## src/rtl/glitch_pulse_monitor_pkg.sv

```systemverilog
// glitch_mon_pkg: constants shared by the glitch pulse monitor and generator.
//  - FSM state encodings (IDLE/HIGH/LOW)
//  - PULSE_COUNT width
//  - default timing constants (expected width, tolerance, timeout)
package glitch_mon_pkg;

    localparam int PCNT_W = 16;

    localparam int DEF_CNT_W        = 32;
    localparam int DEF_SYNC_STAGES  = 2;
    localparam int DEF_EXPECT_WIDTH = 25;
    localparam int DEF_TOLERANCE    = 2;
    localparam int DEF_TIMEOUT_CYC  = 50_000_000;

    // FSM state encodings
    localparam logic [1:0] ST_IDLE = 2'd0;
    localparam logic [1:0] ST_HIGH = 2'd1;
    localparam logic [1:0] ST_LOW  = 2'd2;

endpackage

```

## src/rtl/glitch_pulse_monitor_if.sv

```systemverilog
// glitch_pulse_monitor_if: stimulus and measurement bundle of the pulse monitor.
//  master: drives PULSE_IN / CLEAR, observes results (board bench / testbench)
//  slave : the monitor itself
//  PULSE_IN, CLEAR                          -> monitor
//  HIGH_WIDTH, LOW_WIDTH, MEAS_VALID,
//  WIDTH_OK, MIN_HIGH, MAX_HIGH,
//  PULSE_COUNT, TIMEOUT                     <- monitor
interface glitch_pulse_monitor_if
    import glitch_mon_pkg::*;
#(
    parameter int CNT_W = DEF_CNT_W
);
    logic              PULSE_IN;
    logic              CLEAR;
    logic [CNT_W-1:0]  HIGH_WIDTH;
    logic [CNT_W-1:0]  LOW_WIDTH;
    logic              MEAS_VALID;
    logic              WIDTH_OK;
    logic [CNT_W-1:0]  MIN_HIGH;
    logic [CNT_W-1:0]  MAX_HIGH;
    logic [PCNT_W-1:0] PULSE_COUNT;
    logic              TIMEOUT;

    modport master (
        output PULSE_IN, CLEAR,
        input  HIGH_WIDTH, LOW_WIDTH, MEAS_VALID, WIDTH_OK,
               MIN_HIGH, MAX_HIGH, PULSE_COUNT, TIMEOUT
    );

    modport slave (
        input  PULSE_IN, CLEAR,
        output HIGH_WIDTH, LOW_WIDTH, MEAS_VALID, WIDTH_OK,
               MIN_HIGH, MAX_HIGH, PULSE_COUNT, TIMEOUT
    );
endinterface

```

## src/rtl/glitch_pulse_monitor_sync_edge_detect.sv

```systemverilog
// sync_edge_detect: synchronizes an asynchronous level and detects its edges.
//  CLK, RST_N : clock, async active-low reset
//  d          : asynchronous input
//  s          : synchronized level
//  rise, fall : one-cycle edge strobes of s
module sync_edge_detect #(
    parameter int SYNC_STAGES = 2
) (
    input  logic CLK,
    input  logic RST_N,
    input  logic d,
    output logic s,
    output logic rise,
    output logic fall
);
    logic [SYNC_STAGES-1:0] sync_q;
    logic                   p;
    // Fills with ones after reset; the top bit marks p as holding a real sample.
    // Without it, a line already high at reset release would look like a rise.
    logic [SYNC_STAGES:0]   vld_pipe;

    always_ff @(posedge CLK or negedge RST_N) begin
        if (!RST_N) begin
            sync_q   <= '0;
            p        <= 1'b0;
            vld_pipe <= '0;
        end else begin
            sync_q   <= {sync_q[SYNC_STAGES-2:0], d};
            p        <= s;
            vld_pipe <= {vld_pipe[SYNC_STAGES-1:0], 1'b1};
        end
    end

    assign s    = sync_q[SYNC_STAGES-1];
    assign rise = vld_pipe[SYNC_STAGES] &  s & ~p;
    assign fall = vld_pipe[SYNC_STAGES] & ~s &  p;
endmodule

```

## src/rtl/glitch_pulse_monitor.sv

```systemverilog
// glitch_pulse_monitor: measures high/low widths and period count of an external
// pulse in CLK cycles, flags widths outside EXPECT_WIDTH +/- TOLERANCE and a line
// stuck at one level for TIMEOUT_CYC cycles.
//  CLK, RST_N : clock, async active-low reset
//  bus        : glitch_pulse_monitor_if.slave (PULSE_IN/CLEAR in, results out)
module glitch_pulse_monitor
    import glitch_mon_pkg::*;
#(
    parameter int CNT_W        = DEF_CNT_W,
    parameter int SYNC_STAGES  = DEF_SYNC_STAGES,
    parameter int EXPECT_WIDTH = DEF_EXPECT_WIDTH,
    parameter int TOLERANCE    = DEF_TOLERANCE,
    parameter int TIMEOUT_CYC  = DEF_TIMEOUT_CYC
) (
    input logic                  CLK,
    input logic                  RST_N,
    glitch_pulse_monitor_if.slave bus
);
    localparam logic [CNT_W-1:0] TO_C  = CNT_W'(TIMEOUT_CYC);
    localparam logic [CNT_W:0]   EXP_C = (CNT_W+1)'(EXPECT_WIDTH);
    localparam logic [CNT_W:0]   TOL_C = (CNT_W+1)'(TOLERANCE);

    logic              lvl_unused;  // edges carry everything the FSM needs
    logic              rise, fall;
    logic [1:0]        state;
    logic [CNT_W-1:0]  cnt;
    logic [CNT_W-1:0]  high_width, low_width, min_high, max_high;
    logic [PCNT_W-1:0] pulse_count;
    logic              meas_valid, width_ok, timeout;
    logic [CNT_W:0]    hw_ext, hw_diff;
    logic              hw_in_win;

    sync_edge_detect #(.SYNC_STAGES(SYNC_STAGES)) u_sync (
        .CLK  (CLK),
        .RST_N(RST_N),
        .d    (bus.PULSE_IN),
        .s    (lvl_unused),
        .rise (rise),
        .fall (fall)
    );

    // high_width already holds the just-closed high phase when LOW sees the rise.
    always_comb begin
        hw_ext    = {1'b0, high_width};
        hw_diff   = (hw_ext >= EXP_C) ? hw_ext - EXP_C : EXP_C - hw_ext;
        hw_in_win = (hw_diff <= TOL_C);
    end

    always_ff @(posedge CLK or negedge RST_N) begin
        if (!RST_N) begin
            state       <= ST_IDLE;
            cnt         <= '0;
            high_width  <= '0;
            low_width   <= '0;
            min_high    <= '1;
            max_high    <= '0;
            pulse_count <= '0;
            meas_valid  <= 1'b0;
            width_ok    <= 1'b0;
            timeout     <= 1'b0;
        end else if (bus.CLEAR) begin
            // Beats any edge or timeout arriving in the same cycle.
            state       <= ST_IDLE;
            cnt         <= '0;
            high_width  <= '0;
            low_width   <= '0;
            min_high    <= '1;
            max_high    <= '0;
            pulse_count <= '0;
            meas_valid  <= 1'b0;
            width_ok    <= 1'b0;
            timeout     <= 1'b0;
        end else begin
            meas_valid <= 1'b0;
            case (state)
                ST_IDLE: begin
                    // Level ignored here: a partial pulse is never measured.
                    if (rise) begin
                        state <= ST_HIGH;
                        cnt   <= CNT_W'(1);
                    end
                end
                ST_HIGH: begin
                    // Exiting on reaching TIMEOUT_CYC keeps cnt from ever wrapping.
                    if (cnt == TO_C) begin
                        timeout <= 1'b1;
                        state   <= ST_IDLE;
                    end else if (fall) begin
                        high_width <= cnt;
                        cnt        <= CNT_W'(1);
                        state      <= ST_LOW;
                    end else begin
                        cnt <= cnt + CNT_W'(1);
                    end
                end
                ST_LOW: begin
                    if (cnt == TO_C) begin
                        timeout <= 1'b1;
                        state   <= ST_IDLE;
                    end else if (rise) begin
                        low_width  <= cnt;
                        cnt        <= CNT_W'(1);
                        state      <= ST_HIGH;
                        meas_valid <= 1'b1;
                        width_ok   <= hw_in_win;
                        if (high_width < min_high) min_high <= high_width;
                        if (high_width > max_high) max_high <= high_width;
                        if (pulse_count != '1) pulse_count <= pulse_count + PCNT_W'(1);
                    end else begin
                        cnt <= cnt + CNT_W'(1);
                    end
                end
                default: state <= ST_IDLE;
            endcase
        end
    end

    assign bus.HIGH_WIDTH  = high_width;
    assign bus.LOW_WIDTH   = low_width;
    assign bus.MEAS_VALID  = meas_valid;
    assign bus.WIDTH_OK    = width_ok;
    assign bus.MIN_HIGH    = min_high;
    assign bus.MAX_HIGH    = max_high;
    assign bus.PULSE_COUNT = pulse_count;
    assign bus.TIMEOUT     = timeout;
endmodule
```

## src/flat_wrapper.sv

```systemverilog
// flat-port wrapper written by rule: the top's interface ports become plain ports
module glitch_pulse_monitor_flat import glitch_mon_pkg::*;
#(
    parameter int CNT_W        = DEF_CNT_W,
    parameter int SYNC_STAGES  = DEF_SYNC_STAGES,
    parameter int EXPECT_WIDTH = DEF_EXPECT_WIDTH,
    parameter int TOLERANCE    = DEF_TOLERANCE,
    parameter int TIMEOUT_CYC  = DEF_TIMEOUT_CYC
)
  (CLK, RST_N, bus_PULSE_IN, bus_CLEAR, bus_HIGH_WIDTH, bus_LOW_WIDTH, bus_MEAS_VALID, bus_WIDTH_OK, bus_MIN_HIGH, bus_MAX_HIGH, bus_PULSE_COUNT, bus_TIMEOUT);
  glitch_pulse_monitor_if #(.CNT_W(CNT_W)) bus_i ();
  input logic CLK;
  input logic RST_N;
  input wire logic [$bits(bus_i.PULSE_IN)-1:0] bus_PULSE_IN;
  input wire logic [$bits(bus_i.CLEAR)-1:0] bus_CLEAR;
  output wire logic [$bits(bus_i.HIGH_WIDTH)-1:0] bus_HIGH_WIDTH;
  output wire logic [$bits(bus_i.LOW_WIDTH)-1:0] bus_LOW_WIDTH;
  output wire logic [$bits(bus_i.MEAS_VALID)-1:0] bus_MEAS_VALID;
  output wire logic [$bits(bus_i.WIDTH_OK)-1:0] bus_WIDTH_OK;
  output wire logic [$bits(bus_i.MIN_HIGH)-1:0] bus_MIN_HIGH;
  output wire logic [$bits(bus_i.MAX_HIGH)-1:0] bus_MAX_HIGH;
  output wire logic [$bits(bus_i.PULSE_COUNT)-1:0] bus_PULSE_COUNT;
  output wire logic [$bits(bus_i.TIMEOUT)-1:0] bus_TIMEOUT;
  assign bus_i.PULSE_IN = bus_PULSE_IN;
  assign bus_i.CLEAR = bus_CLEAR;
  assign bus_HIGH_WIDTH = bus_i.HIGH_WIDTH;
  assign bus_LOW_WIDTH = bus_i.LOW_WIDTH;
  assign bus_MEAS_VALID = bus_i.MEAS_VALID;
  assign bus_WIDTH_OK = bus_i.WIDTH_OK;
  assign bus_MIN_HIGH = bus_i.MIN_HIGH;
  assign bus_MAX_HIGH = bus_i.MAX_HIGH;
  assign bus_PULSE_COUNT = bus_i.PULSE_COUNT;
  assign bus_TIMEOUT = bus_i.TIMEOUT;
  glitch_pulse_monitor #(.CNT_W(CNT_W), .SYNC_STAGES(SYNC_STAGES), .EXPECT_WIDTH(EXPECT_WIDTH), .TOLERANCE(TOLERANCE), .TIMEOUT_CYC(TIMEOUT_CYC)) u_core (.CLK(CLK), .RST_N(RST_N), .bus(bus_i));
endmodule
```

## config.mk

```make
export PLATFORM = sky130hd
export DESIGN_NAME = glitch_pulse_monitor_flat
export DESIGN_NICKNAME = d
export VERILOG_FILES = /design/src/rtl/glitch_pulse_monitor_pkg.sv /design/src/rtl/glitch_pulse_monitor_if.sv /design/src/rtl/glitch_pulse_monitor_sync_edge_detect.sv /design/src/rtl/glitch_pulse_monitor.sv /design/src/flat_wrapper.sv
export SDC_FILE = /design/constraint.sdc
export NUM_CORES = 1
export LEC_CHECK = 0
export BUFFER_PORTS_ARGS = -buffer_cell sky130_fd_sc_hd__buf_4
export CORE_UTILIZATION = 43
export CTS_BUF_LIST = sky130_fd_sc_hd__clkbuf_8
export DETAILED_ROUTE_END_ITERATION = 10
export HOLD_SLACK_MARGIN = 0.06
export MAX_ROUTING_LAYER = met4
export SETUP_SLACK_MARGIN = 0.02
export SLEW_MARGIN = 20
export SYNTH_ARGS = -nofsm -noshare
export SYNTH_HDL_FRONTEND = slang
export SYNTH_SLANG_ARGS = --single-unit
```

## constraint.sdc

```tcl
create_clock -name CLK -period 4.4 [get_ports CLK]
set_input_delay 0.22 -clock CLK [delete_from_list [all_inputs] [get_ports CLK]]
set_output_delay 0.22 -clock CLK [all_outputs]
set_load 0.005 [all_outputs]
```

==> out/qor.txt, run 1 <==
Final setup viols - 0
Setup CP Type - flip-flop to flip-flop
n_diodes - 0
slew margin rel. - 0.344
type of the worst min-delay path - input port to flip-flop
cts hold-fix bufs - 2
TritonCTS clock tree - done
Iteration-0 DRC Markers - 758
Tmin final - 3770 ps
maxcap violations - 0
CTS sink cnt - 187
Die Area - 26000 sq um
CP Launch Type - flip-flop
final RePlAce weighted congestion - 0.957
WHS Path Cells - 2
Final Max Slew Viols - 0
post-route worst setup slack - 625 ps
Syn Nets - 1343
IO Pins - 151
Total Routed Length - 34700 um
fmax - 0.265 GHz
half-perimeter wire length after placement - 24900 um
CP endpoint kind - flip-flop
Top FF cell, synth - dfrtp_1
Syn Inst Count - 1264
most instantiated cells after synthesis - nand2_1 (171), dfrtp_1 (155), nor2_1 (134)
layout net count - 1486
antenna viol nets, final - 0
cell area after layout - 12900 sq um
DRC - 0
Final Non-Filler Cells - 1744
largest fanout on the critical path - 32
unique cell type count in the Yosys netlist - 67
CTS Buf Count - 17
H-tree levels - 4
row count - 57
R2R Path Start - u_core.bus.MIN_HIGH[17]
WP data arrival - 4180 ps
DP Worst Slack - 576 ps
setup repair bufs after CTS - 0
placed cell count - 1710
share of the synthesized area in the top cell type - 0.356
#FFs+latches synth - 187
Final Cycle Share - 0.858
unrepaired setup endpoints after global routing - no
r2r setup slk - 630 ps
post-synthesis sequential area ratio - 0.433
FF-to-FF End - u_core.bus.MIN_HIGH[2]
DP Area - 12500 sq um
Synth Warn # - 0
DIE HEIGHT - 161 um
Synth area leaders - dfrtp_1 (36%), ha_1 (8.6%), dfstp_2 (7.7%), nand2_1 (5.9%), a21oi_1 (5.8%)
vias after detailed routing - 9790
Syn-to-layout area delta - 18.6%
Core ar. - 24600 sq um
R2R depth - 11
All-Layer GR Usage - 0.281
Port Buffers - 150
antenna violations before repair - 0
P_leak - 6.19 nW
clock latency on the worst-skew pair - 490 ps
drt via density - 5.61
post-synthesis instance area - 10900 sq um
layout cells sized above 1 - 0.199
actual transition at the worst max-transition pin - 985 ps
DR WL/cell - 19.9 um
hold_sp - bus_CLEAR
post_cts resized - 0
die width - 161 um
final hold violations - 0
Root Buffer Master - clkbuf_8
count leader, synth - nand2_1
initial cell density of the core - 0.443
VDD IR max - 0.134 mV
drt first pass iters - 5
clock slew at reported path FFs - 110 ps
Max Clock Skew - 22.3 ps
asr flop ratio synth - 1.00
biggest area consumer among synthesized cells - dfrtp_1
total negative slack - 0 ps
status - completed
Hold EP - u_core.bus.PULSE_COUNT[2]
first-pass GRT wire length - 54900 um
EDFF count, synth - 0
Bufs on Longest Clock Path - 2
CP required - 4800 ps
PD cells - 230 nW/um^2
Syn Area/Cell - 8.61 sq um
vias in the first global route - 9353
grt ovf - 0
pin count of the biggest net entering global routing - 116
through the flow:
stage / hold WS, ps / total power, mW / utilization
finish: 96.4 / 2.97 / 0.525
detailed placement: 331 / 1.88 / 0.509
global placement: 331 / 1.88 / 0.509
floorplan: -75.6 / 1.82 / -
CTS: 90.7 / 2.99 / 0.525
global route: 118 / 3.08 / 0.525
how the worst max path moves through the flow:
stage | startpoint | endpoint | slack [ps]
after floorplan | u_core.bus.HIGH_WIDTH[26] | u_core.bus.WIDTH_OK | 1160
after global placement | u_core.bus.MIN_HIGH[17] | u_core.bus.MIN_HIGH[7] | 670
after detailed placement | u_core.bus.MIN_HIGH[17] | u_core.bus.MIN_HIGH[30] | 580
after CTS | u_core.bus.MIN_HIGH[17] | u_core.bus.MIN_HIGH[30] | 560
after global routing | u_core.bus.HIGH_WIDTH[14] | u_core.bus.WIDTH_OK | 480
final | u_core.bus.MIN_HIGH[17] | u_core.bus.MIN_HIGH[2] | 630
sequential cells by signal, summed over array words and instances (netlist names), 2 cells and up:
| signal | count |
|---|---|
| u_core.bus.HIGH_WIDTH | 32 |
| u_core.bus.LOW_WIDTH | 32 |
| u_core.bus.MAX_HIGH | 32 |
| u_core.bus.MIN_HIGH | 32 |
| u_core.bus.PULSE_COUNT | 16 |
| u_core.cnt | 32 |
| u_core.state | 2 |
| u_core.u_sync.sync_q | 2 |
| u_core.u_sync.vld_pipe | 3 |
kinds of logic after synthesis:
logic type,share of synthesized area
simple gates,0.213
compound gates,0.149
xor+xnor,0.0306
fa+ha+maj,0.0862
flops,0.433
buf+inv,0.0558
mux,0.0314
other cells,0.000344
layout by cell type (no fill, tap or decap), types with 4 or more instances in the layout:
| master | count |
|---|---|
| buf_4 | 194 |
| nand2_1 | 171 |
| dfrtp_1 | 155 |
| nor2_1 | 132 |
| a21oi_1 | 125 |
| inv_1 | 82 |
| ha_1 | 75 |
| o21ai_0 | 73 |
| nand3_1 | 54 |
| mux2i_1 | 33 |
| dfstp_2 | 32 |
| nor3_1 | 25 |
| xnor2_1 | 25 |
| nand4_1 | 22 |
| a21o_1 | 19 |
| clkbuf_8 | 18 |
| and3_1 | 16 |
| or3_1 | 13 |
| xor2_1 | 13 |
| nor4_1 | 10 |
| or4_1 | 8 |
| nor2b_1 | 7 |
| nor4b_1 | 5 |
| nand2b_1 | 5 |
| o41ai_1 | 5 |
| o31ai_1 | 5 |
| inv_6 | 5 |
| or2_2 | 4 |
| a31oi_1 | 4 |
| o211ai_1 | 4 |
| a211oi_1 | 4 |
power by group:
part,internal (mW),total (mW),switching [mW]
clock,0.411,1.12,0.708
sequential,1.72,1.73,0.00612
combinational,0.0247,0.120,0.0949
critical path, stage by stage (launching register included):
cell and delay (ps):
dfstp_2 560, inv_1 50, ha_1 300, a21o_1 170
a21o_1 170, a21oi_1 140, o21ai_0 250, a2111oi_0 840
o21ai_0 440, a21oi_4 250, buf_12 260, mux2i_1 230
layer usage:
layer	global-route usage	vias up	routed length [um]
li1	-	4646	-
met1	0.377	4776	15700
met2	0.437	319	16300
met3	0.0424	49	1840
met4	0.0879	0	805
met5	-	-	0
layout make-up:
cell class | count | area, sq um
flip-flops and latches | 187 | 4720
repair buffers | 200 | 1540
clock inverters | 15 | 133
fillers | 2364 | 11700
inverters | 82 | 308
well taps | 324 | 405
clock buffers | 17 | 234
multi-input cells | 919 | 5580
No activity file was read; power rests on OpenSTA's default activity.
==> run 2, diff against run 1 <==
- ABC_AREA: not set -> 1
- CELL_PAD_IN_SITES_DETAIL_PLACEMENT: not set -> 1
- CELL_PAD_IN_SITES_GLOBAL_PLACEMENT: not set -> 2
- CORE_UTILIZATION: 43 -> 34
- PLACE_DENSITY_LB_ADDON: not set -> 0.1
==> run 2 against run 1 <==
The flow now finishes with violations (DRC); first-iteration DRC count shrank 26%; clock skew shrank 0.68 ps; largest power group unchanged; critical path depth grew 6; fmax grew 12%; largest cell class unchanged; cell area grew 12%; flip-flop and latch count is the same; via count grew 25%; count of clock-buffer cells in the layout grew 1.
==> out/qor.txt, run 2 <==
status - finished with violations
failing checks - DRC
VDD IR max - 0.187 mV
WP data arrival - 3840 ps
vias in the first global route - 12575
Final setup viols - 0
Syn-to-layout area delta - 16.1%
first-pass GRT wire length - 72500 um
cell breakdown of the critical path - inv_1, ha_1, nand2_1, nand2_1, nand2_2, nand3_2, nor2_8, nand2_4, inv_2, nand2_1, nand3_1, nand2_1, nor2_2, nand3_1, nand2_1, nand3_1, nand2_1
half-perimeter wire length after placement - 34700 um
WP buf/inv - 2
P_leak - 7.63 nW
Final Max Slew Viols - 0
PD cells - 232 nW/um^2
Core ar. - 35700 sq um
fmax - 0.297 GHz
biggest area consumer among synthesized cells - dfrtp_1
post-synthesis instance area - 12400 sq um
clock latency on the worst-skew pair - 520 ps
antenna violations before repair - 0
Port Buffers - 150
count leader, synth - nand2_1
Synth Warn # - 0
actual transition at the worst max-transition pin - 897 ps
drt via density - 5.17
Syn Nets - 1832
row count - 69
CP delay by family, top - simple AND/OR/NAND/NOR gates
post-synthesis sequential area ratio - 0.380
CTS sink cnt - 187
Final Cycle Share - 0.766
total negative slack - 0 ps
clock slew at reported path FFs - 120 ps
n_diodes - 0
EDFF count, synth - 0
Worst path slowest cell - dfrtp_1
CP endpoint kind - flip-flop
Synth area leaders - dfrtp_1 (31%), nand2_1 (17%), ha_1 (7.6%), dfstp_2 (6.8%), inv_1 (6.4%)
vias after detailed routing - 12193
Top FF cell, synth - dfrtp_1
type of the worst min-delay path - input port to flip-flop
layout cells sized above 1 - 0.146
Root Buffer Master - clkbuf_8
DRC - 18
drt first pass iters - 8
IO Pins - 151
grt ovf - 0
pin count of the biggest net entering global routing - 95
max incr delay on CP - 610 ps
cts hold-fix bufs - 2
initial cell density of the core - 0.347
die width - 193 um
H-tree levels - 4
asr flop ratio synth - 1.00
Fill cells - 4581
Setup CP Type - flip-flop to flip-flop
CTS Buf Count - 17
most frequent cells in the layout - nand2_1 (552), inv_1 (212), buf_4 (169), nor2_1 (157), dfrtp_1 (155)
final RePlAce weighted congestion - 0.859
Tmin final - 3370 ps
commonest non-fill, non-tap cell in the layout - nand2_1
Total Routed Length - 46300 um
setup repair bufs after CTS - 0
Iteration-0 DRC Markers - 561
Syn Area/Cell - 7.08 sq um
share of the synthesized area in the top cell type - 0.312
most instantiated cells after synthesis - nand2_1 (552), inv_1 (212), nor2_1 (158)
Max Clock Skew - 21.6 ps
slew margin rel. - 0.401
unique cell type count in the Yosys netlist - 48
DIE HEIGHT - 193 um
#FFs+latches synth - 187
unrepaired setup endpoints after global routing - no
TritonCTS clock tree - done
CP required - 4870 ps
Tot Pwr - 3.35 mW
CP Launch Type - flip-flop
layout net count - 1962
maxcap violations - 0
All-Layer GR Usage - 0.262
largest fanout on the critical path - 30
final hold violations - 0
Reg area - 4720 sq um
Die Area - 37300 sq um
DR WL/cell - 19.6 um
antenna viol nets, final - 0
Syn Inst Count - 1753
post_cts resized - 0
Bufs on Longest Clock Path - 2
Crit path top cell by count - nand2_1
multi-input logic area - 6580 sq um
==> run 2: final timing paths <==
| path | startpoint | to | slack [ps] | cells past startpoint |
|---|---|---|---|---|
| worst min register to register | u_core.u_sync.vld_pipe[0] | u_core.u_sync.vld_pipe[1] | 360 | 0 |
| worst max-delay path | u_core.bus.HIGH_WIDTH[2] | u_core.bus.WIDTH_OK | 1030 | 17 |
| worst min-delay path | bus_CLEAR | u_core.bus.PULSE_COUNT[12] | 270 | 4 |
| max in group asynchronous | RST_N | u_core.bus.PULSE_COUNT[8] | 2960 | 3 |
| worst max register to register | u_core.bus.HIGH_WIDTH[2] | u_core.bus.WIDTH_OK | 1030 | 17 |
| min in group asynchronous | RST_N | u_core.bus.MAX_HIGH[10] | 320 | 2 |
==> run 2: area by class of cell <==
| type | count | area share |
|---|---|---|
| Clock inverter | 14 | 0.00947 |
| Timing Repair Buffer | 173 | 0.0918 |
| Tap cell | 461 | 0.0400 |
| Sequential cell | 187 | 0.328 |
| Clock buffer | 18 | 0.0172 |
| Inverter | 218 | 0.0570 |
| Multi-Input combinational cell | 1286 | 0.457 |
==> run 2: layer usage <==
layer	vias up	global-route usage	share of wire
li1	5917	-	-
met3	30	0.0291	0.026
met2	166	0.447	0.50
met4	0	0.0589	0.011
met5	-	-	0
met1	6080	0.333	0.46
==> run 2: worst register-to-register path: stages (launching register included) <==
cell     delay (ps)
dfrtp_1         610
inv_1           280
ha_1            310
nand2_1          80
nand2_1         140
nand2_2         200
nand3_2         160
nor2_8          210
nand2_4         260
inv_2           290
nand2_1          80
nand3_1          90
nand2_1          70
nor2_2          130
nand3_1          80
nand2_1          70
nand3_1         150
nand2_1         110
==> run 2: power by group <==
part | internal, mW | total (mW) | switching, mW | leakage, nW
clock | 0.474 | 1.20 | 0.728 | 0.195
sequential | 1.78 | 1.82 | 0.0425 | 2.48
combinational | 0.108 | 0.326 | 0.218 | 4.95
==> run 2: per-stage QoR <==
step / util / std cells / instance area (sq um) / hold WS, ps / worst slack (ps)
floorplan: - / 1753 / 12400 / -75.6 / 2120
global placement: 0.392 / 2323 / 14000 / 330 / 1190
detailed placement: 0.392 / 2323 / 14000 / 331 / 1120
CTS: 0.403 / 2357 / 14400 / 236 / 1070
global route: 0.403 / 2357 / 14400 / 295 / 834
finish: 0.403 / 2357 / 14400 / 271 / 1030
==> run 2: cells by family (layout without fill, tap and decap cells) <==
kind of cell	count (synthesis)	count (layout)	synth area share
and+or+nand+nor	1005	1005	0.352
AOI/OAI and AO/OA	170	170	0.0770
buffers and inverters	280	423	0.0897
adders and majority gates	75	75	0.0756
DFF	187	187	0.380
xor gates and xnor gates	35	35	0.0247
other	1	1	0.000302
